$ cat src/rtl/rv32i_types_pkg.sv
// Base RV32I scalar types shared across the pipeline.
package rv32i_types_pkg;

  typedef logic [31:0] word_t;

endpackage

$ cat src/rtl/stage4_queue_pkg.sv
// Shared constants and the default-width entry layout for the decode/execute queue.
package stage4_queue_pkg;

  localparam int QUEUE_DEPTH_DEFAULT  = 4;
  localparam int QUEUE_DATA_W_DEFAULT = 64;

  // Entry layout at the default bundle width; the queue re-declares it at its own DATA_W.
  typedef struct packed {
    logic [QUEUE_DATA_W_DEFAULT-1:0] bundle;
    rv32i_types_pkg::word_t          pc;
    logic                            vsetvl;
  } insn_entry_t;

endpackage

$ cat src/rtl/stage4_insn_queue_if.sv
// Decode push, execute pop and hazard-unit control/status signals of the instruction queue.
interface stage4_insn_queue_if
  import stage4_queue_pkg::*;
#(
  parameter int DEPTH  = QUEUE_DEPTH_DEFAULT,
  parameter int DATA_W = QUEUE_DATA_W_DEFAULT
);

  localparam int CNT_W = $clog2(DEPTH + 1);

  logic                   queue_wen;
  logic [DATA_W-1:0]      wdata;
  rv32i_types_pkg::word_t wpc;
  logic                   wvsetvl;
  logic                   deq;
  logic                   stall_queue;
  logic                   flush_queue;
  logic                   is_queue_full;
  logic                   is_queue_empty;
  logic                   rvalid;
  logic [DATA_W-1:0]      rdata;
  rv32i_types_pkg::word_t rpc;
  logic                   rvsetvl;
  logic [CNT_W-1:0]       count;
  logic                   vsetvl_pending;

  modport master (
    output queue_wen, wdata, wpc, wvsetvl, deq, stall_queue, flush_queue,
    input  is_queue_full, is_queue_empty, rvalid, rdata, rpc, rvsetvl, count, vsetvl_pending
  );

  modport slave (
    input  queue_wen, wdata, wpc, wvsetvl, deq, stall_queue, flush_queue,
    output is_queue_full, is_queue_empty, rvalid, rdata, rpc, rvsetvl, count, vsetvl_pending
  );

endinterface

$ cat src/rtl/stage4_insn_queue.sv
// Decode-to-execute instruction FIFO: circular storage, flush/stall hazard handling,
// and a running count of queued vsetvl instructions.
module stage4_insn_queue
  import stage4_queue_pkg::*;
#(
  parameter int DEPTH  = QUEUE_DEPTH_DEFAULT,
  parameter int DATA_W = QUEUE_DATA_W_DEFAULT
) (
  input logic                CLK,
  input logic                nRST,
  stage4_insn_queue_if.slave q
);

  localparam int PTR_W = $clog2(DEPTH);
  localparam int CNT_W = $clog2(DEPTH + 1);

  typedef struct packed {
    logic [DATA_W-1:0]      bundle;
    rv32i_types_pkg::word_t pc;
    logic                   vsetvl;
  } entry_t;

  entry_t           mem_r [DEPTH];
  logic [PTR_W-1:0] wptr_r;
  logic [PTR_W-1:0] rptr_r;
  logic [CNT_W-1:0] count_r;
  logic [CNT_W-1:0] vcnt_r;
  logic [CNT_W-1:0] count_nxt_s;
  logic [CNT_W-1:0] vcnt_nxt_s;
  logic             full_s;
  logic             empty_s;
  logic             push_s;
  logic             pop_s;
  logic             vinc_s;
  logic             vdec_s;
  entry_t           head_s;
  entry_t           wentry_s;

  // Handshake qualification and next occupancy; full is judged before any same-cycle pop.
  always_comb begin
    full_s      = (count_r == CNT_W'(DEPTH));
    empty_s     = (count_r == {CNT_W{1'b0}});
    push_s      = q.queue_wen && !full_s && !q.flush_queue;
    pop_s       = q.deq && !empty_s && !q.stall_queue && !q.flush_queue;
    head_s      = mem_r[rptr_r];
    wentry_s    = '{bundle: q.wdata, pc: q.wpc, vsetvl: q.wvsetvl};
    vinc_s      = push_s && q.wvsetvl;
    vdec_s      = pop_s && head_s.vsetvl;
    count_nxt_s = count_r;
    vcnt_nxt_s  = vcnt_r;
    case ({push_s, pop_s})
      2'b10:   count_nxt_s = count_r + CNT_W'(1);
      2'b01:   count_nxt_s = count_r - CNT_W'(1);
      default: count_nxt_s = count_r;
    endcase
    case ({vinc_s, vdec_s})
      2'b10:   vcnt_nxt_s = vcnt_r + CNT_W'(1);
      2'b01:   vcnt_nxt_s = vcnt_r - CNT_W'(1);
      default: vcnt_nxt_s = vcnt_r;
    endcase
  end

  // Entry storage; contents are don't-care until the count covers them.
  always_ff @(posedge CLK) begin
    if (push_s) begin
      mem_r[wptr_r] <= wentry_s;
    end
  end

  // Pointers and counters; flush empties the queue with priority over push/pop.
  always_ff @(posedge CLK or negedge nRST) begin
    if (!nRST) begin
      wptr_r  <= {PTR_W{1'b0}};
      rptr_r  <= {PTR_W{1'b0}};
      count_r <= {CNT_W{1'b0}};
      vcnt_r  <= {CNT_W{1'b0}};
    end else if (q.flush_queue) begin
      wptr_r  <= {PTR_W{1'b0}};
      rptr_r  <= {PTR_W{1'b0}};
      count_r <= {CNT_W{1'b0}};
      vcnt_r  <= {CNT_W{1'b0}};
    end else begin
      if (push_s) begin
        wptr_r <= wptr_r + PTR_W'(1);
      end
      if (pop_s) begin
        rptr_r <= rptr_r + PTR_W'(1);
      end
      count_r <= count_nxt_s;
      vcnt_r  <= vcnt_nxt_s;
    end
  end

  // Head fields read straight from storage and zeroed while the queue is empty.
  assign q.is_queue_full  = full_s;
  assign q.is_queue_empty = empty_s;
  assign q.rvalid         = !empty_s;
  assign q.rdata          = empty_s ? {DATA_W{1'b0}} : head_s.bundle;
  assign q.rpc            = empty_s ? 32'h0000_0000 : head_s.pc;
  assign q.rvsetvl        = empty_s ? 1'b0 : head_s.vsetvl;
  assign q.count          = count_r;
  assign q.vsetvl_pending = (vcnt_r != {CNT_W{1'b0}});

endmodule

$ cat src/flat_wrapper.sv
// flat-port wrapper written by rule: the top's interface ports become plain ports
module stage4_insn_queue_flat import stage4_queue_pkg::*;
#(
  parameter int DEPTH  = QUEUE_DEPTH_DEFAULT,
  parameter int DATA_W = QUEUE_DATA_W_DEFAULT
)
  (CLK, nRST, q_queue_wen, q_wdata, q_wpc, q_wvsetvl, q_deq, q_stall_queue, q_flush_queue, q_is_queue_full, q_is_queue_empty, q_rvalid, q_rdata, q_rpc, q_rvsetvl, q_count, q_vsetvl_pending);
  stage4_insn_queue_if #(.DEPTH(DEPTH), .DATA_W(DATA_W)) q_i ();
  input logic CLK;
  input logic nRST;
  input wire logic [$bits(q_i.queue_wen)-1:0] q_queue_wen;
  input wire logic [$bits(q_i.wdata)-1:0] q_wdata;
  input wire logic [$bits(q_i.wpc)-1:0] q_wpc;
  input wire logic [$bits(q_i.wvsetvl)-1:0] q_wvsetvl;
  input wire logic [$bits(q_i.deq)-1:0] q_deq;
  input wire logic [$bits(q_i.stall_queue)-1:0] q_stall_queue;
  input wire logic [$bits(q_i.flush_queue)-1:0] q_flush_queue;
  output wire logic [$bits(q_i.is_queue_full)-1:0] q_is_queue_full;
  output wire logic [$bits(q_i.is_queue_empty)-1:0] q_is_queue_empty;
  output wire logic [$bits(q_i.rvalid)-1:0] q_rvalid;
  output wire logic [$bits(q_i.rdata)-1:0] q_rdata;
  output wire logic [$bits(q_i.rpc)-1:0] q_rpc;
  output wire logic [$bits(q_i.rvsetvl)-1:0] q_rvsetvl;
  output wire logic [$bits(q_i.count)-1:0] q_count;
  output wire logic [$bits(q_i.vsetvl_pending)-1:0] q_vsetvl_pending;
  assign q_i.queue_wen = q_queue_wen;
  assign q_i.wdata = q_wdata;
  assign q_i.wpc = q_wpc;
  assign q_i.wvsetvl = q_wvsetvl;
  assign q_i.deq = q_deq;
  assign q_i.stall_queue = q_stall_queue;
  assign q_i.flush_queue = q_flush_queue;
  assign q_is_queue_full = q_i.is_queue_full;
  assign q_is_queue_empty = q_i.is_queue_empty;
  assign q_rvalid = q_i.rvalid;
  assign q_rdata = q_i.rdata;
  assign q_rpc = q_i.rpc;
  assign q_rvsetvl = q_i.rvsetvl;
  assign q_count = q_i.count;
  assign q_vsetvl_pending = q_i.vsetvl_pending;
  stage4_insn_queue #(.DEPTH(DEPTH), .DATA_W(DATA_W)) u_core (.CLK(CLK), .nRST(nRST), .q(q_i));
endmodule
$ cat config.mk
export PLATFORM = sky130hd
export DESIGN_NAME = stage4_insn_queue_flat
export DESIGN_NICKNAME = d
export VERILOG_FILES = /design/src/rtl/rv32i_types_pkg.sv /design/src/rtl/stage4_queue_pkg.sv /design/src/rtl/stage4_insn_queue_if.sv /design/src/rtl/stage4_insn_queue.sv /design/src/flat_wrapper.sv
export SDC_FILE = /design/constraint.sdc
export NUM_CORES = 1
export LEC_CHECK = 0
export CORE_MARGIN = 4
export CORE_UTILIZATION = 59
export CTS_CLUSTER_SIZE = 14
export DETAILED_ROUTE_END_ITERATION = 16
export PLACE_DENSITY = 0.85
export SLEW_MARGIN = 20
export SYNTH_ARGS = -nofsm -noshare
export SYNTH_HDL_FRONTEND = slang
export SYNTH_SLANG_ARGS = --single-unit
$ cat constraint.sdc
create_clock -name CLK -period 10.9 [get_ports CLK]
set_input_delay 1.09 -clock CLK [delete_from_list [all_inputs] [get_ports CLK]]
set_output_delay 1.09 -clock CLK [all_outputs]
set_load 0.02 [all_outputs]
# After elaboration in Yosys (flattened, before gate mapping)
# Memories as Yosys holds them, arrays and structs flattened.
# Index checks and enable logic that the tools add are counted.
# totals
reg_bits	10
ram_bits	388
input_bits	103
out_inout_bits	104
elab_cells	46
memories	1
# op_classes
n_addsub	6
eq_ne	5
mux	13
reduce_logical	17
# mem_list
name	depth	word_bits	rd	rd_ports_with_merged_regs	write_ports	line_no	source
u_core.mem_r	4	97	1	0	1	stage4_insn_queue.sv:23	entry_t mem_r [DEPTH];
# ops
cell	n
$mux 64	1
$mux 32	1
$pmux 3 s2	2
$reduce_bool 3->1	3
$mux 2	4
$logic_and 1x1->1	7
$add 3x1->3 const B	2
$mux 3	2
$sub 3x1->3 const B	2
$add 2x1->2 const B	2
$eq 2x1->1 const B	2
$eq 2x2->1 const B	2
$logic_not 1->1	4
$reduce_bool 2->1	2
$eq 3x3->1 const B	1
$logic_not 3->1	1
$mux 1	3

# Logic depth before layout (Yosys ltp)
# logic_depth
depth_word	9
ltp_mapped	10
depth_no_buf	9

# Worst setup path before layout
# Ideal clock, no wire load.
# synth_path
path_kind	input to register
startpoint	input port q_flush_queue
endpoint	memory u_core.mem_r[0][0] in the netlist's numbering (enable)
setup_ns	0.467
arrival_time_ns	3.722
t_required_ns	10.433
setup_slack_ns	6.711
path_stages	3
path_buffers	1
path_cell_list	clkbuf_1 -> nor2_1 -> and2_1
# synth_via
elab_chain_cells	4
# synth_lines
item	line_no	source
from (decl)	flat_wrapper.sv:17	input wire logic [$bits(q_i.flush_queue)-1:0] q_flush_queue;
$logic_not 1->1	stage4_insn_queue.sv:43	push_s = q.queue_wen && !full_s && !q.flush_queue;
$logic_and 1x1->1	stage4_insn_queue.sv:43	
$mux 1	stage4_insn_queue.sv:65	if (push_s) begin
$mux 1 (not written as such)	stage4_insn_queue.sv:66	mem_r[wptr_r] <= wentry_s;
to (decl)	stage4_insn_queue.sv:23	
# Every way passes these cells.

# Final worst setup path
# layout_path
startpoint	register u_core.rptr_r[1]
endpoint	output port q_rdata[31]
# layout_via
elab_chain_cells	2
# layout_lines
item	line_no	source
from (decl)	stage4_insn_queue.sv:25	logic [PTR_W-1:0] rptr_r;
from (signal assigned)	stage4_insn_queue.sv:74	rptr_r <= {PTR_W{1'b0}};
from (signal assigned)	stage4_insn_queue.sv:79	rptr_r <= {PTR_W{1'b0}};
from (signal assigned)	stage4_insn_queue.sv:87	rptr_r <= rptr_r + PTR_W'(1);
$mem_v2 4x97	--	
$mux 64	stage4_insn_queue.sv:98	assign q.rdata = empty_s ? {DATA_W{1'b0}} : head_s.bundle;
to (decl)	flat_wrapper.sv:21	output wire logic [$bits(q_i.rdata)-1:0] q_rdata;
# Every way passes these cells.

==> impl_results.html <==
<table>
<tr><th>Metric</th><th>Value</th></tr>
<tr><th colspan="2">Outcome</th></tr>
<tr><td>Run status</td><td>finished clean</td></tr>
<tr><th colspan="2">Global routing</th></tr>
<tr><td>Number of global-route vias before repair</td><td>8056</td></tr>
<tr><td>Pin count of the biggest net entering global routing</td><td>106</td></tr>
<tr><td>First-pass GRT wire length</td><td>47450 um</td></tr>
<tr><td>Total grt overflow</td><td>0</td></tr>
<tr><td>GRT Overall Usage</td><td>21.76%</td></tr>
<tr><td>Number of antenna violations at the first check in global routing</td><td>3</td></tr>
<tr><th colspan="2">Drt</th></tr>
<tr><td>Number of remaining DRC errors</td><td>0</td></tr>
<tr><td>Detailed Routing Iterations Pass 1</td><td>5</td></tr>
<tr><td>Post-route ant nets</td><td>0</td></tr>
<tr><td>Final WL</td><td>30640 um</td></tr>
<tr><td>Violation count after the first detailed-route iteration</td><td>659</td></tr>
<tr><td>DR vias/cell</td><td>5.888</td></tr>
<tr><td>Number of vias after detailed routing</td><td>7484</td></tr>
<tr><td>Drt wl/cell</td><td>24.11 um</td></tr>
<tr><th colspan="2">Floorplan</th></tr>
<tr><td>Initial Util</td><td>60.38%</td></tr>
<tr><td>DIE WIDTH</td><td>169.2 um</td></tr>
<tr><td>Num ports</td><td>207</td></tr>
<tr><td>Std-Cell Core Area</td><td>0.02540 mm^2</td></tr>
<tr><td>Total Die Area</td><td>0.02864 mm^2</td></tr>
<tr><td>Std-Cell Rows</td><td>58</td></tr>
<tr><td>Height of the die</td><td>169.2 um</td></tr>
<tr><th colspan="2">Clock tree</th></tr>
<tr><td>Clock Pin Slew Worst Setup and Hold Paths</td><td>60 ps</td></tr>
<tr><td>Largest buffer count on any clock path</td><td>3</td></tr>
<tr><td>Root Buffer</td><td>sky130_fd_sc_hd__clkbuf_16</td></tr>
<tr><td>TritonCTS clock tree</td><td>yes</td></tr>
<tr><td>H-tree level count</td><td>2</td></tr>
<tr><td>Clock Sink Count</td><td>398</td></tr>
<tr><td>Clock buffers created by TritonCTS</td><td>39</td></tr>
<tr><td>Clk_lat worst skew</td><td>520 ps</td></tr>
<tr><td>Post CTS Setup Buffer Count</td><td>0</td></tr>
<tr><td>PostCTS Resize Cnt</td><td>0</td></tr>
<tr><td>Number of hold-repair buffers added at the cts stage</td><td>0</td></tr>
<tr><th colspan="2">Synth</th></tr>
<tr><td>Number of warnings reported in the yosys synthesis log</td><td>0</td></tr>
<tr><td>Synth Instances</td><td>696</td></tr>
<tr><td>Most numerous cell in the Yosys netlist</td><td>sky130_fd_sc_hd__edfxtp_1</td></tr>
<tr><td>Top post-synthesis cells by count</td><td>388 x sky130_fd_sc_hd__edfxtp_1, 101 x sky130_fd_sc_hd__and2_1, 97 x sky130_fd_sc_hd__mux4_2</td></tr>
<tr><td>Post-synth top flop</td><td>sky130_fd_sc_hd__edfxtp_1</td></tr>
<tr><td>Number of unique standard cell types used by synthesis</td><td>38</td></tr>
<tr><td>Share of flip-flops with an asynchronous set or reset</td><td>2.513%</td></tr>
<tr><td>Register bit total from synthesis</td><td>398</td></tr>
<tr><td>Proportion of netlist area held by the largest area contributor</td><td>75.97%</td></tr>
<tr><td>Synthesized cell area</td><td>0.01534 mm^2</td></tr>
<tr><td>Biggest area contributors in the synthesized netlist</td><td>sky130_fd_sc_hd__edfxtp_1 76%, sky130_fd_sc_hd__mux4_2 14%, sky130_fd_sc_hd__and2_1 4.1%, sky130_fd_sc_hd__dfrtp_1 1.6%, sky130_fd_sc_hd__clkbuf_1 0.61%</td></tr>
<tr><td>Number of enable flip-flop cells after synthesis</td><td>388</td></tr>
<tr><td>Mapped Nets</td><td>805</td></tr>
<tr><td>Average instance area after synthesis</td><td>22.04 um^2</td></tr>
<tr><td>Cell type with the largest total area after synthesis</td><td>sky130_fd_sc_hd__edfxtp_1</td></tr>
<tr><td>Seq/Total Area, Yosys</td><td>77.60%</td></tr>
<tr><th colspan="2">Critical path</th></tr>
<tr><td>Kind of critical path</td><td>flop to primary output</td></tr>
<tr><td>Setup slack on the worst flop-to-flop path</td><td>7440 ps</td></tr>
<tr><td>Cell family with the largest share of critical-path delay</td><td>buffers and inverters</td></tr>
<tr><td>Crit path arrival time</td><td>3360 ps</td></tr>
<tr><td>Buffering stage count on the worst path with inverters included</td><td>2</td></tr>
<tr><td>CP required</td><td>9810 ps</td></tr>
<tr><td>Worst path max stage delay</td><td>860 ps</td></tr>
<tr><td>Critical Path, Cell by Cell</td><td>buf_4 -&gt; mux4_2 -&gt; and2_1 -&gt; clkdlybuf4s50_1</td></tr>
<tr><td>Worst setup SP type</td><td>flop</td></tr>
<tr><td>Highest-delay cell along the critical path</td><td>sky130_fd_sc_hd__dfrtp_4</td></tr>
<tr><td>Kind of end point of the critical path</td><td>primary output</td></tr>
<tr><td>Crit path max fanout</td><td>53</td></tr>
<tr><th colspan="2">STA</th></tr>
<tr><td>Worst Skew</td><td>14.28 ps</td></tr>
<tr><td>Final number of max-transition violations</td><td>0</td></tr>
<tr><td>Final TNS setup</td><td>0 ps</td></tr>
<tr><td>Worst relative slew slack</td><td>33.20%</td></tr>
<tr><td>Hold violation total from the final report</td><td>0</td></tr>
<tr><td>Highest Clock Rate</td><td>224.9 MHz</td></tr>
<tr><td>Share of the cycle needed by the critical path after routing</td><td>40.78%</td></tr>
<tr><td>Final setup violation count</td><td>0</td></tr>
<tr><td>Worst path setup slack after routing</td><td>6454 ps</td></tr>
<tr><td>RSZ-0062 raised after global routing</td><td>false</td></tr>
<tr><td>Min Tclk post-route</td><td>4446 ps</td></tr>
<tr><td>Slew @ Worst Pin</td><td>1002 ps</td></tr>
<tr><th colspan="2">Placement</th></tr>
<tr><td>Number of input and output port buffers inserted</td><td>206</td></tr>
<tr><td>Standard cell area after detailed placement</td><td>0.01774 mm^2</td></tr>
<tr><td>Gp weighted congestion</td><td>0.7488</td></tr>
<tr><td>Estimated wirelength of the detail-placed design</td><td>17340 um</td></tr>
<tr><td>Post-place setup slack</td><td>6791 ps</td></tr>
<tr><th colspan="2">Final layout</th></tr>
<tr><td>Signed area change from the synthesized netlist to the final layout</td><td>23.08%</td></tr>
<tr><td>Design Area, Final</td><td>0.01888 mm^2</td></tr>
<tr><td>Final-stage net count</td><td>1025</td></tr>
<tr><td>Share of layout cells above drive strength 1</td><td>17.66%</td></tr>
<tr><th colspan="2">Pwr</th></tr>
<tr><td>Cell area power density</td><td>182.5 mW/mm^2</td></tr>
<tr><td>Leakage power total</td><td>5.994 nW</td></tr>
<tr><td>Worst vdd rail ir drop</td><td>0.0001622 V</td></tr>
<tr><td>Overall power</td><td>3.445 mW</td></tr>
<tr><th colspan="2">Run</th></tr>
<tr><td>Max capacitance violation total</td><td>0</td></tr>
<tr><th colspan="2">Worst hold path</th></tr>
<tr><td>Worst hold path class</td><td>flop to flop</td></tr>
</table>
[registers in the layout, indices dropped and copies added, names as in the netlist]
| signal | count |
|---|---|
| u_core.vcnt_r | 3 |
| u_core.q.count | 3 |
| u_core.mem_r | 388 |
| u_core.wptr_r | 2 |
| u_core.rptr_r | 2 |
[cell type report]
class,count,area (um^2)
Fill cell,1468,6523
Clock inverter,13,77.57
Clock buffer,52,1056
Antenna cell,1,2.502
Inverter,5,18.77
Sequential cell,398,11910
Tap cell,330,412.9
Multi-Input combinational cell,258,3278
Timing Repair Buffer,214,2122
[routing by layer]
layer  global-route usage (%)  part of all wire, %
met5                        0                0.072
met4                    4.830                  1.6
met3                    6.313                  9.0
met2                    35.22                   50
met1                    30.30                   39
[report_power, final]
part,switching (mW),internal [mW]
logic,0.253,0.239
clock network,0.521,0.679
registers,0.0180,1.73
[placed cells by master, fill, tap and decap left out, types with 2 or more instances in the layout]
cell,n
sky130_fd_sc_hd__edfxtp_1,388
sky130_fd_sc_hd__a21oi_1,3
sky130_fd_sc_hd__clkinv_1,6
sky130_fd_sc_hd__nor2b_1,2
sky130_fd_sc_hd__clkbuf_1,11
sky130_fd_sc_hd__xor2_1,2
sky130_fd_sc_hd__dfrtp_1,8
sky130_fd_sc_hd__clkinvlp_4,2
sky130_fd_sc_hd__nand2b_1,3
sky130_fd_sc_hd__o311ai_1,2
sky130_fd_sc_hd__buf_4,8
sky130_fd_sc_hd__inv_1,4
sky130_fd_sc_hd__nand3_1,2
sky130_fd_sc_hd__nor2_1,9
sky130_fd_sc_hd__and2_1,97
sky130_fd_sc_hd__nor3_1,3
sky130_fd_sc_hd__o21ai_0,4
sky130_fd_sc_hd__or4_1,2
sky130_fd_sc_hd__and2_4,4
sky130_fd_sc_hd__nor4b_1,2
sky130_fd_sc_hd__nand2_1,4
sky130_fd_sc_hd__ha_1,4
sky130_fd_sc_hd__dfrtp_4,2
sky130_fd_sc_hd__mux4_2,97
sky130_fd_sc_hd__fa_1,2
sky130_fd_sc_hd__clkinv_2,3
sky130_fd_sc_hd__clkbuf_16,40
sky130_fd_sc_hd__clkdlybuf4s50_1,206
[kinds of logic after synthesis]
kind of cell    after synthesis  share of synthesized area, %
flops                       398                         77.60
simple gates                137                         5.482
mux                          99                         14.38
buf+inv                      40                         1.101
compound gates               12                        0.5303
fa+ha+maj                     6                        0.5874
xor+xnor                      4                        0.3182
[worst register-to-register path: stages, from the launching register on]
cell and delay [ps]:
sky130_fd_sc_hd__dfrtp_4 610, sky130_fd_sc_hd__buf_4 760, sky130_fd_sc_hd__mux4_2 670, sky130_fd_sc_hd__nor4b_1 180, sky130_fd_sc_hd__fa_1 510, sky130_fd_sc_hd__nand2b_1 90
sky130_fd_sc_hd__or4_1 400, sky130_fd_sc_hd__o311ai_1 110
[worst paths after layout]
kind | cells after the start | endpoint | from
worst max-delay path | 4 | q_rdata[31] | u_core.rptr_r[1]$_DFFE_PN0P_
worst min-delay path | 2 | u_core.wptr_r[1]$_DFFE_PN0P_ | u_core.wptr_r[1]$_DFFE_PN0P_
worst max register to register | 7 | u_core.vcnt_r[1]$_DFFE_PN0P_ | u_core.rptr_r[0]$_DFFE_PN0P_
worst min register to register | 2 | u_core.wptr_r[1]$_DFFE_PN0P_ | u_core.wptr_r[1]$_DFFE_PN0P_
max in group asynchronous | 1 | u_core.rptr_r[1]$_DFFE_PN0P_ | nRST
min in group asynchronous | 1 | u_core.q.count[2]$_DFFE_PN0P_ | nRST
[metrics by stage]
step                      hold WS [ps]  instances  utilization (%)
after global routing             623.7       1271            74.32
after floorplan                  542.5        696                -
after CTS                        601.0       1270            74.31
after global placement           583.2       1205            69.85
after detailed placement         587.9       1205            69.85
final                            600.0       1271            74.32
Note: power is estimated with default switching activity, not from simulation.
